`src/rtl/cpu_bus_arbiter_if.sv`:
```
// Request/response handshakes of NUM_REQ masters plus the shared CPU register bus.
// Pure wiring, no latency of its own.
// Requesters hold req_valid until their req_ready pulse; the bus side has no backpressure.
interface cpu_bus_arbiter_if #(
  parameter int NUM_REQ = 2
);
  logic [NUM_REQ-1:0]    req_valid;
  logic [NUM_REQ-1:0]    req_write;
  logic [16*NUM_REQ-1:0] req_addr;
  logic [32*NUM_REQ-1:0] req_wdata;
  logic [NUM_REQ-1:0]    req_ready;
  logic [NUM_REQ-1:0]    rsp_valid;
  logic [31:0]           rsp_rdata;
  logic                  CPURead;
  logic                  CPUWrite;
  logic [15:0]           CPUAddress;
  logic [31:0]           CPUWriteData;
  logic [31:0]           CPUReadData;

  // Arbiter view: consumes requests and read data, drives grants, responses and the bus.
  modport slave (
    input  req_valid, req_write, req_addr, req_wdata, CPUReadData,
    output req_ready, rsp_valid, rsp_rdata, CPURead, CPUWrite, CPUAddress, CPUWriteData
  );

  // Requester / bus-slave view.
  modport master (
    output req_valid, req_write, req_addr, req_wdata, CPUReadData,
    input  req_ready, rsp_valid, rsp_rdata, CPURead, CPUWrite, CPUAddress, CPUWriteData
  );
endinterface

```
`src/rtl/cpu_bus_arbiter.sv`:
```
// Round-robin arbiter sharing one CPU register bus among NUM_REQ masters, one txn in flight.
// Strobe 1 cycle after a request is seen in IDLE; response 2 cycles after (reads: +RD_LATENCY).
// Non-winners keep req_valid high and are only sampled while IDLE; no backpressure on responses.
module cpu_bus_arbiter #(
  parameter int NUM_REQ    = 2,
  parameter int RD_LATENCY = 0
) (
  input logic              clk,
  input logic              resetn,
  cpu_bus_arbiter_if.slave bus
);
  localparam int IW = $clog2(NUM_REQ);
  localparam logic [NUM_REQ-1:0] ONE = NUM_REQ'(1);

  typedef enum logic [1:0] {IDLE, CMD, WAIT, RESP} state_t;

  state_t             state;
  logic [IW-1:0]      rr_ptr;
  logic [IW-1:0]      win_idx;
  logic               win_write;
  logic [2:0]         lat_cnt;
  logic [NUM_REQ-1:0] ready_q;
  logic [NUM_REQ-1:0] rsp_q;
  logic [31:0]        rdata_q;
  logic               cpu_rd_q;
  logic               cpu_wr_q;
  logic [15:0]        addr_q;
  logic [31:0]        wdata_q;

  logic               pick_vld;
  logic [IW-1:0]      pick_idx;
  logic               hi_vld;
  logic [IW-1:0]      hi_idx;
  logic [IW-1:0]      lo_idx;
  logic               pick_write;
  logic [15:0]        pick_addr;
  logic [31:0]        pick_wdata;

  // Round-robin pick: lowest requester at or above rr_ptr, else lowest requester overall (wrap).
  always_comb begin
    pick_vld = 1'b0;
    hi_vld   = 1'b0;
    hi_idx   = '0;
    lo_idx   = '0;
    for (int i = NUM_REQ - 1; i >= 0; i--) begin
      if (bus.req_valid[i]) begin
        pick_vld = 1'b1;
        lo_idx   = IW'(i);
        if (IW'(i) >= rr_ptr) begin
          hi_vld = 1'b1;
          hi_idx = IW'(i);
        end
      end
    end
    pick_idx = hi_vld ? hi_idx : lo_idx;
  end

  // Select the winner's command fields using constant slice positions.
  always_comb begin
    pick_write = 1'b0;
    pick_addr  = '0;
    pick_wdata = '0;
    for (int i = 0; i < NUM_REQ; i++) begin
      if (pick_idx == IW'(i)) begin
        pick_write = bus.req_write[i];
        pick_addr  = bus.req_addr[16*i +: 16];
        pick_wdata = bus.req_wdata[32*i +: 32];
      end
    end
  end

  // Transaction FSM; every output is registered and the pulses default low each cycle.
  always_ff @(posedge clk) begin
    if (!resetn) begin
      state     <= IDLE;
      rr_ptr    <= '0;
      win_idx   <= '0;
      win_write <= 1'b0;
      lat_cnt   <= '0;
      ready_q   <= '0;
      rsp_q     <= '0;
      rdata_q   <= '0;
      cpu_rd_q  <= 1'b0;
      cpu_wr_q  <= 1'b0;
      addr_q    <= '0;
      wdata_q   <= '0;
    end else begin
      ready_q  <= '0;
      rsp_q    <= '0;
      rdata_q  <= '0;
      cpu_rd_q <= 1'b0;
      cpu_wr_q <= 1'b0;
      case (state)
        IDLE: begin
          if (pick_vld) begin
            win_idx   <= pick_idx;
            win_write <= pick_write;
            addr_q    <= pick_addr;
            wdata_q   <= pick_wdata;
            ready_q   <= ONE << pick_idx;
            cpu_wr_q  <= pick_write;
            cpu_rd_q  <= !pick_write;
            state     <= CMD;
          end
        end
        CMD: begin
          rr_ptr <= (win_idx == IW'(NUM_REQ - 1)) ? '0 : win_idx + 1'b1;
          if (win_write) begin
            rsp_q <= ONE << win_idx;
            state <= RESP;
          end else if (RD_LATENCY == 0) begin
            rsp_q   <= ONE << win_idx;
            rdata_q <= bus.CPUReadData;
            state   <= RESP;
          end else begin
            lat_cnt <= 3'(RD_LATENCY);
            state   <= WAIT;
          end
        end
        WAIT: begin
          lat_cnt <= lat_cnt - 3'd1;
          if (lat_cnt == 3'd1) begin
            rsp_q   <= ONE << win_idx;
            rdata_q <= bus.CPUReadData;
            state   <= RESP;
          end
        end
        RESP: begin
          state <= IDLE;
        end
        default: begin
          state <= IDLE;
        end
      endcase
    end
  end

  assign bus.req_ready    = ready_q;
  assign bus.rsp_valid    = rsp_q;
  assign bus.rsp_rdata    = rdata_q;
  assign bus.CPURead      = cpu_rd_q;
  assign bus.CPUWrite     = cpu_wr_q;
  assign bus.CPUAddress   = addr_q;
  assign bus.CPUWriteData = wdata_q;
endmodule

```
`src/flat_wrapper.sv`:
```
// flat-port wrapper written by rule: the top's interface ports become plain ports
module cpu_bus_arbiter_flat 
#(
  parameter int NUM_REQ    = 2,
  parameter int RD_LATENCY = 0
)
  (clk, resetn, bus_req_valid, bus_req_write, bus_req_addr, bus_req_wdata, bus_CPUReadData, bus_req_ready, bus_rsp_valid, bus_rsp_rdata, bus_CPURead, bus_CPUWrite, bus_CPUAddress, bus_CPUWriteData);
  cpu_bus_arbiter_if #(.NUM_REQ(NUM_REQ)) bus_i ();
  input logic clk;
  input logic resetn;
  input wire logic [$bits(bus_i.req_valid)-1:0] bus_req_valid;
  input wire logic [$bits(bus_i.req_write)-1:0] bus_req_write;
  input wire logic [$bits(bus_i.req_addr)-1:0] bus_req_addr;
  input wire logic [$bits(bus_i.req_wdata)-1:0] bus_req_wdata;
  input wire logic [$bits(bus_i.CPUReadData)-1:0] bus_CPUReadData;
  output wire logic [$bits(bus_i.req_ready)-1:0] bus_req_ready;
  output wire logic [$bits(bus_i.rsp_valid)-1:0] bus_rsp_valid;
  output wire logic [$bits(bus_i.rsp_rdata)-1:0] bus_rsp_rdata;
  output wire logic [$bits(bus_i.CPURead)-1:0] bus_CPURead;
  output wire logic [$bits(bus_i.CPUWrite)-1:0] bus_CPUWrite;
  output wire logic [$bits(bus_i.CPUAddress)-1:0] bus_CPUAddress;
  output wire logic [$bits(bus_i.CPUWriteData)-1:0] bus_CPUWriteData;
  assign bus_i.req_valid = bus_req_valid;
  assign bus_i.req_write = bus_req_write;
  assign bus_i.req_addr = bus_req_addr;
  assign bus_i.req_wdata = bus_req_wdata;
  assign bus_i.CPUReadData = bus_CPUReadData;
  assign bus_req_ready = bus_i.req_ready;
  assign bus_rsp_valid = bus_i.rsp_valid;
  assign bus_rsp_rdata = bus_i.rsp_rdata;
  assign bus_CPURead = bus_i.CPURead;
  assign bus_CPUWrite = bus_i.CPUWrite;
  assign bus_CPUAddress = bus_i.CPUAddress;
  assign bus_CPUWriteData = bus_i.CPUWriteData;
  cpu_bus_arbiter #(.NUM_REQ(NUM_REQ), .RD_LATENCY(RD_LATENCY)) u_core (.clk(clk), .resetn(resetn), .bus(bus_i));
endmodule
```
`config.mk`:
```
export PLATFORM = sky130hd
export DESIGN_NAME = cpu_bus_arbiter_flat
export DESIGN_NICKNAME = d
export VERILOG_FILES = /design/src/rtl/cpu_bus_arbiter_if.sv /design/src/rtl/cpu_bus_arbiter.sv /design/src/flat_wrapper.sv
export SDC_FILE = /design/constraint.sdc
export NUM_CORES = 1
export LEC_CHECK = 0
export ABC_AREA = 1
export CORE_MARGIN = 2
export CORE_UTILIZATION = 55
export DETAILED_ROUTE_END_ITERATION = 16
export DONT_BUFFER_PORTS = 1
export PLACE_DENSITY = 0.73
export SETUP_SLACK_MARGIN = 0.5
export SLEW_MARGIN = 10
export SYNTH_ARGS = -nofsm -noshare
export SYNTH_HDL_FRONTEND = slang
export SYNTH_SLANG_ARGS = --single-unit
```
`constraint.sdc`:
```
create_clock -name clk -period 1.3 [get_ports clk]
set_input_delay 0.065 -clock clk [delete_from_list [all_inputs] [get_ports clk]]
set_output_delay 0.065 -clock clk [all_outputs]
set_load 0.005 [all_outputs]
```
Word level (Yosys, flattened, before mapping). Cells that the tools add are included.

Add/sub/neg operators: 2. Order comparisons: 2. Eq/ne operators: 6. Shift operators: 2. Multiplexer cells: 22. Reductions and logical operators: 5.

Operators by type and width (count): two-way mux 32 bit (3); case mux 32 bit (2 select lines) (1); two-way mux 16 bit (1); two-way mux 1 bit (12); case mux 2 bit (4 select lines) (1); two-way mux 2 bit (3); == test 2 bit (second input constant) (2); inequality test 2 x 1 -> 1 bit (second input constant) (2); case mux 2 bit (2 select lines) (1); AND reduction 2 bit (2); << shifter 1 x 1 -> 2 bit (first input constant) (2); == test 3 x 1 -> 1 bit (second input constant) (1); AND reduction 3 bit (1); subtractor 3 x 1 -> 3 bit (second input constant) (1); == test 2 x 1 -> 1 bit (second input constant) (1); >= comparator 1 bit (first input constant) (2); logical NOT 2 bit (1); adder 1 bit (second input constant) (1); logical NOT 1 bit (1).

Bits in registers: 94. Word-level logic and storage cells: 51.

Longest topological paths before layout.
Word-level depth: 8. Mapped depth: 9. Depth with buffers taken out: 7.

Worst setup path after synthesis. No wires, ideal clock.

Path type: register -> register. Start: register u_core.state[0]. End: register u_core.rdata_q[0], in the netlist u_core.bus.rsp_rdata[0]. Library setup time: 0.057 ns. Arrival time: 1.268 ns. Data required time: 1.243 ns. Setup slack: -0.025 ns. Cell stages (with the launch flop): 8. Path buffers: 1. Clock period less this slack: 1.325 ns. Cells stage by stage: dfxtp_1 inv_1 ha_1 nand2_1 inv_1 buf_1 nand3_1 inv_1.

Longest elaborated chain between the ends: 2. Elaborated cells on any way between the ends: 3.

Ends and longest elaborated chain: from (decl) (RTL line cpu_bus_arbiter.sv:17) `state_t state;`; from (signal assigned) (RTL line cpu_bus_arbiter.sv:75) `state <= IDLE;`; from (signal assigned) (RTL line cpu_bus_arbiter.sv:103) `state <= CMD;`; from (signal assigned) (RTL line cpu_bus_arbiter.sv:110) `state <= RESP;`; == test 2 bit / == test 2 x 1 -> 1 bit (equally long branches) (RTL line cpu_bus_arbiter.sv:93) `case (state)`; case mux 32 bit (2 select lines) (*) (RTL line cpu_bus_arbiter.sv:93); to (signal assigned) (RTL line cpu_bus_arbiter.sv:113) `rdata_q <= bus.CPUReadData;`; to (signal assigned) (RTL line cpu_bus_arbiter.sv:124) `rdata_q <= bus.CPUReadData;`; to (decl) (RTL line cpu_bus_arbiter.sv:24) `logic [31:0] rdata_q;`.

Mark *: on every way between the ends. The rest lies on a longest branch, timed or not. A chain may end at the register's enable or synchronous reset.

Worst setup path after layout.
Start: register u_core.state[0]. End: register u_core.addr_q[7], in the netlist u_core.bus.CPUAddress[7].

Longest elaborated chain between the ends: 2.

Ends and longest elaborated chain: logical NOT 2 bit (RTL line cpu_bus_arbiter.sv:93); AND reduction 2 bit (no line); to (signal assigned) (RTL line cpu_bus_arbiter.sv:98) `addr_q <= pick_addr;`; to (decl) (RTL line cpu_bus_arbiter.sv:27) `logic [15:0] addr_q;`.

No other way between the ends.

==> flow_summary.rst <==
.. list-table::
   :header-rows: 1

   * - Metric
     - Value
   * - Wire length per cell after detailed routing
     - 18.2 um
   * - Hold Crit Depth
     - 1
   * - Buffer type at the clock tree root
     - sky130_fd_sc_hd__clkbuf_8
   * - Slew headroom
     - 77.7%
   * - Synthesis-to-finish area growth
     - 38.7%
   * - Peak clock frequency supported by timing
     - 705 MHz
   * - Core outline area
     - 7290 um^2
   * - Data arrival, critical path
     - 1.67 ns
   * - Synth Register Bits
     - 94
   * - First-pass GRT wire length
     - 18.3 mm
   * - Insertion delay to the later sink of the worst-skew pair
     - 0.36 ns
   * - Number of pins with negative max-slew slack in the final report
     - 0
   * - Crit path max fanout
     - 10
   * - Critical Path Sink
     - u_core.bus.CPUAddress[7]
   * - Post-synthesis instance total
     - 600
   * - Worst-case clock skew
     - 0.0153 ns
   * - Num Clock Sinks
     - 94
   * - Setup repair after global routing missed its margin
     - yes
   * - Start-to-end type of the worst setup path
     - reg2reg
   * - Number of buffers inserted by port buffering
     - 0
   * - Classification of the worst-slack hold path
     - in2reg
   * - Post-synthesis cell type count
     - 18
   * - Mapped Area
     - 4180 um^2
   * - Largest area contributor in the synthesized netlist
     - sky130_fd_sc_hd__dfxtp_1
   * - CP endpoint kind
     - flop
   * - Count of cells along the worst register-to-register path
     - 8
   * - Initial antenna violation count
     - 0
   * - Reg2Reg Launch Point
     - u_core.state[0]
   * - Leading cell types in the layout, fill and taps excluded
     - sky130_fd_sc_hd__inv_1 (86), sky130_fd_sc_hd__nand3_1 (81), sky130_fd_sc_hd__nor2_1 (72), sky130_fd_sc_hd__dfxtp_2 (67), sky130_fd_sc_hd__a21oi_1 (54)
   * - Area of the die
     - 8310 um^2
   * - Detail Route Antenna Nets
     - 0
   * - Fraction of final layout cells with drive strength greater than 1
     - 34.7%
   * - Drc violations
     - 0
   * - Static Leakage
     - 2.73 nW
   * - Overall routed net length
     - 13.5 mm
   * - Number of top-level pins
     - 220
   * - Number of filler cells placed in the layout
     - 486
   * - Vias after detailed routing
     - 4,111
   * - Beginning of the critical path
     - u_core.state[0]
   * - Placer Congestion
     - 0.818
   * - Horizontal die dimension
     - 91.2 um
   * - Total global-route track usage
     - 27.4%
   * - Power density over cell area
     - 1930 nW/um^2
   * - Most common library cell in the layout ignoring fill and taps
     - sky130_fd_sc_hd__inv_1
   * - Post-layout minimum cycle time
     - 1.42 ns
   * - Number of global-route vias before repair
     - 3,852
   * - Yosys warnings
     - 0
   * - Worst path setup slack after routing
     - -0.118 ns
   * - Average cell area after synthesis
     - 6.97 um^2
   * - Die Span Y
     - 91.2 um
   * - Pin count of the biggest net entering global routing
     - 101
   * - Portion of synthesized cell area occupied by the leading cell type
     - 45.0%
   * - Hold bufs inserted after CTS
     - 33
   * - Net count after synthesis
     - 740
   * - Top post-synthesis cells by area
     - sky130_fd_sc_hd__dfxtp_1 (45%), sky130_fd_sc_hd__nand3_1 (10%), sky130_fd_sc_hd__nor2_1 (9.2%), sky130_fd_sc_hd__inv_1 (8.5%), sky130_fd_sc_hd__a21oi_1 (6.7%)
   * - Final clock period utilization by the worst path
     - 109%
   * - CTS tree
     - done
   * - Effective utilization at floorplan
     - 57.3%
   * - Iteration-0 DRC count of the detailed router
     - 162
   * - Failing checks
     - hold timing, setup timing
   * - IR Drop Worst-Case VDD
     - 0.797 mV
   * - Flop2flop setup slack
     - -0.12 ns
   * - Status
     - complete, but fails checks
   * - Fraction of the yosys area taken by sequential cells
     - 45.0%
   * - Maximum number of buffers from clock root to sink
     - 2
   * - Worst hold margin
     - -0.200 ns
   * - H-tree levels
     - 3
   * - Half-perimeter wire length after placement
     - 6.70 mm
   * - Std cell rows
     - 31
   * - CP Data Required Time
     - 1.55 ns
   * - Clock slew seen by the registers of the worst setup and hold paths
     - 0.10 ns
   * - Number of antenna diodes
     - 0
   * - Max-cap check violation count
     - 0
   * - Startpoint class of the critical path
     - flop
   * - 1st-pass router iterations
     - 5
   * - Utilization of the core after routing
     - 79.5%
   * - Via/cell ratio
     - 5.57
   * - Slew at the pin closest to its max-slew limit
     - 0.331 ns
   * - Count of nets after finishing
     - 774
   * - Final number of setup-violating endpoints
     - 57
   * - Remaining global-route overflow
     - 0
   * - Number of buffers added by the clock tree synthesis step
     - 9
   * - Final Hold Violating Endpoints
     - 60
   * - Capture instance of the worst register-to-register path
     - u_core.bus.CPUAddress[7]
==> state kept, by name, indices dropped and copies added (netlist names) <==
name	cells
u_core.bus.CPUWriteData	32
u_core.bus.rsp_rdata	32
u_core.bus.CPUAddress	16
u_core.lat_cnt	3
u_core.bus.req_ready	2
u_core.bus.rsp_valid	2
u_core.state	2
u_core.bus.CPURead	1
u_core.bus.CPUWrite	1
u_core.rr_ptr	1
u_core.win_idx	1
u_core.win_write	1
==> cell usage after synthesis, drive strengths merged <==
| cell type | instances |
|---|---|
| a21oi | 56 |
| buf | 21 |
| clkbuf | 22 |
| dfxtp | 94 |
| ha | 6 |
| inv | 95 |
| nand2 | 61 |
| nand3 | 84 |
| nand3b | 2 |
| nor2 | 104 |
| o21ai | 54 |
| o22ai | 1 |
==> metal layers <==
| metal | up-vias | GRT usage (%) | wire length (um) |
|---|---|---|---|
| li1 | 1952 | - | - |
| met1 | 1904 | 28.3 | 4830 |
| met2 | 208 | 48.5 | 6930 |
| met3 | 47 | 10.8 | 1160 |
| met4 | 0 | 12.5 | 530 |
| met5 | - | 0 | 0 |
==> repair_timing <==
item,in CTS,in global routing
endpoints found under the setup margin,119,158
resized for setup,85,152
pin swaps,9,59
gates cloned,7,8
hold endpoints to repair,92,60
buffers inserted,4,2
==> worst max-delay path, cell delays in order, from the launching register on <==
cell and delay, ns:
sky130_fd_sc_hd__dfxtp_2 0.36, sky130_fd_sc_hd__inv_2 0.05, sky130_fd_sc_hd__ha_4 0.16, sky130_fd_sc_hd__inv_4 0.07, sky130_fd_sc_hd__nor2_8 0.05, sky130_fd_sc_hd__buf_12 0.16
sky130_fd_sc_hd__buf_6 0.14, sky130_fd_sc_hd__o21ai_0 0.23, sky130_fd_sc_hd__nor2_1 0.09
==> per-stage QoR <==
| step | std cells | total power [mW] | setup TNS (ns) | area [um^2] | worst slack (ns) |
|---|---|---|---|---|---|
| floorplan | 600 | 6.09 | 0 | 4240 | 0.0935 |
| global placement | 668 | 6.58 | 0 | 4280 | 0.0628 |
| detailed placement | 668 | 6.71 | -0.0122 | 4280 | -0.00636 |
| CTS | 728 | 9.88 | -0.0298 | 5250 | -0.00832 |
| global route | 738 | 11.7 | -6.82 | 5800 | -0.182 |
| finish | 738 | 11.2 | -2.10 | 5800 | -0.118 |
==> how the worst min path moves through the flow <==
stage                             startpoint                      end  slack [ns]
after floorplan           bus_CPUReadData[0]  u_core.bus.rsp_rdata[0]        0.19
after global placement      bus_req_valid[1]  u_core.bus.req_ready[0]        0.17
after detailed placement    bus_req_valid[1]  u_core.bus.req_ready[0]        0.18
after CTS                   bus_req_valid[1]  u_core.bus.req_ready[0]       -0.22
after global routing        bus_req_valid[1]  u_core.bus.req_ready[0]       -0.23
final                       bus_req_valid[1]  u_core.bus.req_ready[0]       -0.20
==> layout make-up <==
type                    instances  area, um^2  share of cell area, %
multi-input cells             368        2180                   37.6
clock inverters                 6        92.6                   1.60
repair buffers                 66         937                   16.2
clock buffers                  10         128                   2.20
well taps                      99         124                   2.14
flip-flops and latches         94        1970                   34.0
inverters                      95         367                   6.32
==> kinds of logic after synthesis <==
| family | synth area share (%) |
|---|---|
| AND/OR/NAND/NOR | 25.9 |
| buffers and inverters | 13.8 |
| AO/OA/AOI/OAI | 13.5 |
| flip-flops | 45.0 |
| adder cells (fa/ha/maj) | 1.80 |
==> power by group <==
| part | switching, mW | internal [mW] |
|---|---|---|
| logic | 2.52 | 2.34 |
| registers | 0.516 | 3.64 |
| clock network | 1.06 | 1.10 |
| total | 4.09 | 7.08 |
No activity file was read; power rests on OpenSTA's default activity.
